`config.mk`:
```
export PLATFORM = sky130hd
export DESIGN_NAME = id_stage_pipe
export DESIGN_NICKNAME = d
export VERILOG_FILES = /design/src/rtl/id_stage_pipe.sv
export SDC_FILE = /design/constraint.sdc
export NUM_CORES = 2
export LEC_CHECK = 0
export CAP_MARGIN = 40
export CORE_AREA = 2 2 333 335
export CTS_CLUSTER_SIZE = 28
export DETAILED_ROUTE_END_ITERATION = 8
export DIE_AREA = 0 0 335 337
export PLACE_DENSITY = 0.78
export SKIP_CTS_REPAIR_TIMING = 1
export SYNTH_ARGS = -nofsm -noshare
export SYNTH_HDL_FRONTEND = slang
export SYNTH_HIERARCHICAL = 1
export SYNTH_SLANG_ARGS = --single-unit
```
`constraint.sdc`:
```
create_clock -name clk -period 6.1 [get_ports clk]
set_input_delay 1.22 -clock clk [delete_from_list [all_inputs] [get_ports clk]]
set_output_delay 1.22 -clock clk [all_outputs]
set_load 0.01 [all_outputs]
```
`src/rtl/id_stage_pipe.sv`:
```
// id_stage_pipe: decode stage with register file, Control_unit and ID/EX pipeline register
// Ports: clk, rst (async active-low); IF side in_valid/in_ready/Instruction/in_pc;
// hazard_detected, flush; WB write port WB_Write_Enable/WB_Dest/WB_Data;
// EXE side out_valid/out_ready plus registered out_pc, Dest, Src1, Src2, Val1, Val2, Reg2,
// EXE_CMD, Br_type, MEM_R_EN, MEM_W_EN, WB_EN, is_imm, if_store_bne, single_src.
// Optional feature: define ID_WB_BYPASS_EN for same-cycle write-through of WB_Data to reads.
module Control_unit (
    input  logic [5:0] opcode,
    input  logic       hazard_detected,
    output logic [3:0] EXE_CMD,
    output logic [1:0] Br_type,
    output logic       MEM_R_EN,
    output logic       MEM_W_EN,
    output logic       WB_EN,
    output logic       is_imm,
    output logic       if_store_bne,
    output logic       single_src
);
    always_comb begin
        EXE_CMD      = 4'b0000;
        Br_type      = 2'b00;
        MEM_R_EN     = 1'b0;
        MEM_W_EN     = 1'b0;
        WB_EN        = 1'b0;
        is_imm       = 1'b0;
        if_store_bne = 1'b0;
        single_src   = 1'b0;
        case (opcode)
            6'b000000: begin EXE_CMD = 4'b0001; WB_EN = 1'b1; end
            6'b000001: begin EXE_CMD = 4'b0011; WB_EN = 1'b1; end
            6'b001000: begin EXE_CMD = 4'b0001; WB_EN = 1'b1; is_imm = 1'b1; single_src = 1'b1; end
            6'b100011: begin EXE_CMD = 4'b0001; MEM_R_EN = 1'b1; WB_EN = 1'b1; is_imm = 1'b1; single_src = 1'b1; end
            6'b101011: begin EXE_CMD = 4'b0001; MEM_W_EN = 1'b1; is_imm = 1'b1; if_store_bne = 1'b1; end
            6'b000100: begin Br_type = 2'b01; is_imm = 1'b1; end
            6'b000101: begin Br_type = 2'b10; is_imm = 1'b1; if_store_bne = 1'b1; end
            6'b000010: begin Br_type = 2'b11; is_imm = 1'b1; single_src = 1'b1; end
            default: ;
        endcase
        if (hazard_detected) begin
            EXE_CMD  = 4'b0000;
            Br_type  = 2'b00;
            MEM_R_EN = 1'b0;
            MEM_W_EN = 1'b0;
            WB_EN    = 1'b0;
        end
    end
endmodule

module id_stage_pipe #(
    parameter int DATA_W     = 32,
    parameter int REG_ADDR_W = 5,
    parameter int IMM_W      = 16,
    parameter int PC_W       = 32
) (
    input  logic                  clk,
    input  logic                  rst,
    input  logic                  in_valid,
    output logic                  in_ready,
    input  logic [31:0]           Instruction,
    input  logic [PC_W-1:0]       in_pc,
    input  logic                  hazard_detected,
    input  logic                  flush,
    input  logic                  WB_Write_Enable,
    input  logic [REG_ADDR_W-1:0] WB_Dest,
    input  logic [DATA_W-1:0]     WB_Data,
    output logic                  out_valid,
    input  logic                  out_ready,
    output logic [PC_W-1:0]       out_pc,
    output logic [REG_ADDR_W-1:0] Dest,
    output logic [REG_ADDR_W-1:0] Src1,
    output logic [REG_ADDR_W-1:0] Src2,
    output logic [DATA_W-1:0]     Val1,
    output logic [DATA_W-1:0]     Val2,
    output logic [DATA_W-1:0]     Reg2,
    output logic [3:0]            EXE_CMD,
    output logic [1:0]            Br_type,
    output logic                  MEM_R_EN,
    output logic                  MEM_W_EN,
    output logic                  WB_EN,
    output logic                  is_imm,
    output logic                  if_store_bne,
    output logic                  single_src
);
    localparam int N = 2 ** REG_ADDR_W;
    logic [DATA_W-1:0]     rf [N];
    logic [REG_ADDR_W-1:0] rs, rt, rd, d_src2, d_dest;
    logic [DATA_W-1:0]     d_val1, d_reg2, d_val2, sext;
    logic [3:0]            d_cmd;
    logic [1:0]            d_br;
    logic                  d_mr, d_mw, d_wb, d_imm, d_sb, d_ss;
    logic                  hit_rs, hit_rt, free, acc;

    Control_unit cu (
        .opcode(Instruction[31:26]), .hazard_detected(1'b0), .EXE_CMD(d_cmd), .Br_type(d_br),
        .MEM_R_EN(d_mr), .MEM_W_EN(d_mw), .WB_EN(d_wb), .is_imm(d_imm),
        .if_store_bne(d_sb), .single_src(d_ss)
    );

    assign rs = Instruction[21 +: REG_ADDR_W];
    assign rt = Instruction[16 +: REG_ADDR_W];
    assign rd = Instruction[11 +: REG_ADDR_W];
`ifdef ID_WB_BYPASS_EN
    assign hit_rs = WB_Write_Enable && WB_Dest != '0 && WB_Dest == rs;
    assign hit_rt = WB_Write_Enable && WB_Dest != '0 && WB_Dest == rt;
`else
    assign hit_rs = 1'b0;
    assign hit_rt = 1'b0;
`endif
    assign sext   = {{(DATA_W-IMM_W){Instruction[IMM_W-1]}}, Instruction[IMM_W-1:0]};
    assign d_val1 = rs == '0 ? '0 : hit_rs ? WB_Data : rf[rs];
    assign d_reg2 = rt == '0 ? '0 : hit_rt ? WB_Data : rf[rt];
    assign d_val2 = d_imm ? sext : d_reg2;
    assign d_src2 = d_ss ? '0 : rt;
    assign d_dest = d_imm ? rt : rd;
    assign free     = !out_valid || out_ready;
    assign in_ready = free && !hazard_detected && !flush;
    assign acc      = in_valid && in_ready;

    always_ff @(posedge clk or negedge rst) begin
        if (!rst) begin
            for (int i = 0; i < N; i++) rf[i] <= '0;
        end else if (WB_Write_Enable && WB_Dest != '0) begin
            rf[WB_Dest] <= WB_Data;
        end
    end

    always_ff @(posedge clk or negedge rst) begin
        if (!rst) begin
            out_valid <= 1'b0; out_pc <= '0; Dest <= '0; Src1 <= '0; Src2 <= '0;
            Val1 <= '0; Val2 <= '0; Reg2 <= '0; EXE_CMD <= '0; Br_type <= '0;
            MEM_R_EN <= 1'b0; MEM_W_EN <= 1'b0; WB_EN <= 1'b0;
            is_imm <= 1'b0; if_store_bne <= 1'b0; single_src <= 1'b0;
        end else if (acc) begin
            out_valid <= 1'b1; out_pc <= in_pc; Dest <= d_dest; Src1 <= rs; Src2 <= d_src2;
            Val1 <= d_val1; Val2 <= d_val2; Reg2 <= d_reg2; EXE_CMD <= d_cmd; Br_type <= d_br;
            MEM_R_EN <= d_mr; MEM_W_EN <= d_mw; WB_EN <= d_wb;
            is_imm <= d_imm; if_store_bne <= d_sb; single_src <= d_ss;
        end else if (flush || free) begin
            // bubble: only the side-effecting controls need clearing
            out_valid <= 1'b0; MEM_R_EN <= 1'b0; MEM_W_EN <= 1'b0; WB_EN <= 1'b0; Br_type <= '0;
        end
    end
endmodule
```
==> reports/qor.yml <==
status:
  status: "finished clean"
sta:
  tightest_slew_ns: 0.985
  clock_skew_ns: 0.0275
  clock.fmax_ghz: 0.259
  finalMaxSlewViolations: 0
  slew_headroom: 0.343
  whs_ns: 0.396
  rsz0062_at_grt: "no"
  hold_violations: 0
  setup_viol_count_final: 0
  finalSetupTns_ns: 0
  min_period_over_period: 0.632
  period_minus_slack_ns: 3.86
floorplan:
  core_sq_mm: 0.110
  dieArea_sq_mm: 0.113
  initial_core_util: 0.546
  rows: 122
  die_h_um: 337
  die_w_um: 335
  io_pins: 265
power:
  ir_drop_v: 0.000253
  p_per_area_mw_per_mm2: 331
  p_leak_nw: 29.7
critical_path:
  required_ns: 4.88
  cp_data_arrival_time_ns: 2.64
  crit_type: "in2out"
  cpMostUsedCell: "clkdlybuf4s50_1"
  critPathTopFamily: "buffers and inverters"
  reg2reg_to: "Val2[16]"
  cp_max_fo: 3
  worst-path-buf-inv: 2
  rrSetupSlack_ns: 3.77
  critPathSlowestCell: "clkdlybuf4s50_1"
  rr_worst_depth: 5
  cp-start-kind: "primary input"
  path_cells: "clkdlybuf4s50_1, nor2_1, and2_1, clkdlybuf4s50_1"
  cp-end-kind: "output pin"
  max_stage_delay_ns: 0.56
  r2r_start: "out_valid"
finish:
  final_common_cell: "dfrtp_1"
  nets: 4200
  drive_above_1_share: 0.439
  fill_cells: 7754
  seqCellArea_sq_mm: 0.0295
  final_area_sq_mm: 0.0683
  areaGrowthSynthToFinish_pct: 14.0
  multi_input_area_sq_mm: 0.0286
  final_cell_mix: "dfrtp_1, mux2_2, mux4_2"
grt:
  grt_max_degree: 172
  gr-total-overflow: 0
  antenna_found_initial: 9
  grt_pass1_wl_um: 263000
  track_usage: 0.315
  grt_pass1_vias: 39633
clock_network:
  root_buffer: "clkbuf_16"
  cts_buffer_depth: 3
  cts_tree: "done"
  cts_sinks: 1180
  clk_latency_ns: 0.71
  clk_pin_slew_ns: 0.06
  cts_made_buffers: 119
  htreeDepth: 3
routing:
  drt-total-wl_um: 178000
  vias: 39103
  drtIter0Drc: 4486
  vias_per_cell: 6.97
  dr.pass1.iters: 5
  ant_nets: 0
  drc: 0
  wl_per_cell_um: 31.7
worst_hold_path:
  min_to: "rf[1021]"
  hold_depth: 0
  worst_hold_path_type: "reg2reg"
  hold_start: "rf[1021]"
placed_design:
  io_buffers: 264
  hpwlAfterDp_um: 110000
  gp_congestion: 0.844
  postPlaceCellArea_sq_mm: 0.0644
flow_run:
  cap_violations: 0
synth:
  yosys_register_bits: 1180
  syn_inst: 4021
  seq_area_frac_synth: 0.493
  yosysWarningCount: 6
  synth_area_sq_mm: 0.0598
  async_flop_share: 1.00
  synth-main-ff-cell: "dfrtp_1"
  syn_avg_cell_area_sq_um: 14.9
  synth_enable_flop_cells: 0
  synth.distinct_cells: 53
[cell usage after synthesis, drive strengths merged, types with 2 or more instances]
cell	count	area (sq um)
buf	149	739
nor3	6	30.0
a2111oi	15	131
a21oi	38	190
and4b	2	20.0
inv	17	63.8
a221o	33	330
xnor2	2	17.5
clkbuf	303	1140
mux2	1039	11700
mux4	487	11000
or2	2	12.5
a31oi	3	18.8
and3	23	144
nor2	28	105
and2	4	25.0
nand2	184	691
nand2b	7	43.8
dfrtp	1180	29500
o22ai	31	194
a22oi	15	113
nor2b	7	43.8
nor4b	4	56.3
o31ai	15	113
nand3	4	20.0
mux2i	128	1280
a221oi	15	131
nor3b	3	22.5
a211o	31	272
a211oi	46	345
o221ai	46	403
a21o	2	15.0
nand3b	7	52.6
o21ai	95	475
a22o	37	324
conb	2	7.51
[worst reg2reg max path, stage by stage (launching register included)]
cell	delay (ns)
dfrtp_1	0.38
nand2b_1	0.15
and2_1	0.22
nand2_4	0.50
buf_4	0.54
a221o_1	0.42
[how the worst max path moves through the flow]
| stage | startpoint | to | slack, ns | cells past startpoint |
|---|---|---|---|---|
| finish | flush | in_ready | 2.24 | 4 |
| detailed placement | WB_Dest[2] | rf[963] | 1.87 | 6 |
| global route | flush | in_ready | 2.20 | 4 |
| global placement | WB_Dest[0] | rf[351] | 1.90 | 6 |
| floorplan | Instruction[17] | Val2[21] | 2.64 | 7 |
| CTS | flush | in_ready | 2.25 | 4 |
[power breakdown]
part | switching (W) | internal (W)
clock | 0.00312 | 0.00422
combinational | 0.00188 | 0.00287
sequential | 0.00120 | 0.00933
[per-stage QoR]
stage	setup WS (ns)	utilization	power, W	cells
2_1_floorplan	2.64	-	0.0134	4023
3_3_place_gp	1.90	0.580	0.0150	5350
3_5_place_dp	1.87	0.587	0.0153	5397
4_1_cts	2.25	0.623	0.0226	5607
5_1_grt	2.20	0.623	0.0235	5607
6_report	2.24	0.623	0.0226	5608
[final cells by class]
cell class,instances,share of cell area
Multi-Input combinational cell,2373,0.419
Timing Repair Buffer,400,0.0644
Antenna cell,1,0.0000367
Tap cell,1426,0.0261
Sequential cell,1180,0.433
Clock inverter,38,0.00585
Inverter,18,0.00103
Clock buffer,172,0.0510
[sequential cells by signal (all words and copies together), names as in the netlist]
signal and count:
rf 1024, Reg2 32, Val1 32, Val2 32, out_pc 32, Dest 5
Src1 5, Src2 5, EXE_CMD 4, Br_type 2, MEM_R_EN 1, MEM_W_EN 1
WB_EN 1, if_store_bne 1, is_imm 1, out_valid 1, single_src 1
[kinds of logic after synthesis]
family                 after synthesis  share of synthesized area
multiplexers                      1654                      0.400
flip-flops                        1180                      0.493
buffers and inverters              470                     0.0325
AO/OA/AOI/OAI                      426                     0.0516
AND/OR/NAND/NOR                    287                     0.0220
XOR/XNOR                             2                   0.000293
other                                2                   0.000125
[per-layer routing]
layer,part of all wire,vias to the layer above,global-route usage
li1,-,15588,-
met1,0.39,20963,0.425
met2,0.47,2110,0.491
met3,0.11,428,0.0927
met4,0.040,14,0.113
met5,0.00052,-,0
Power figures use the tool's default switching activity.
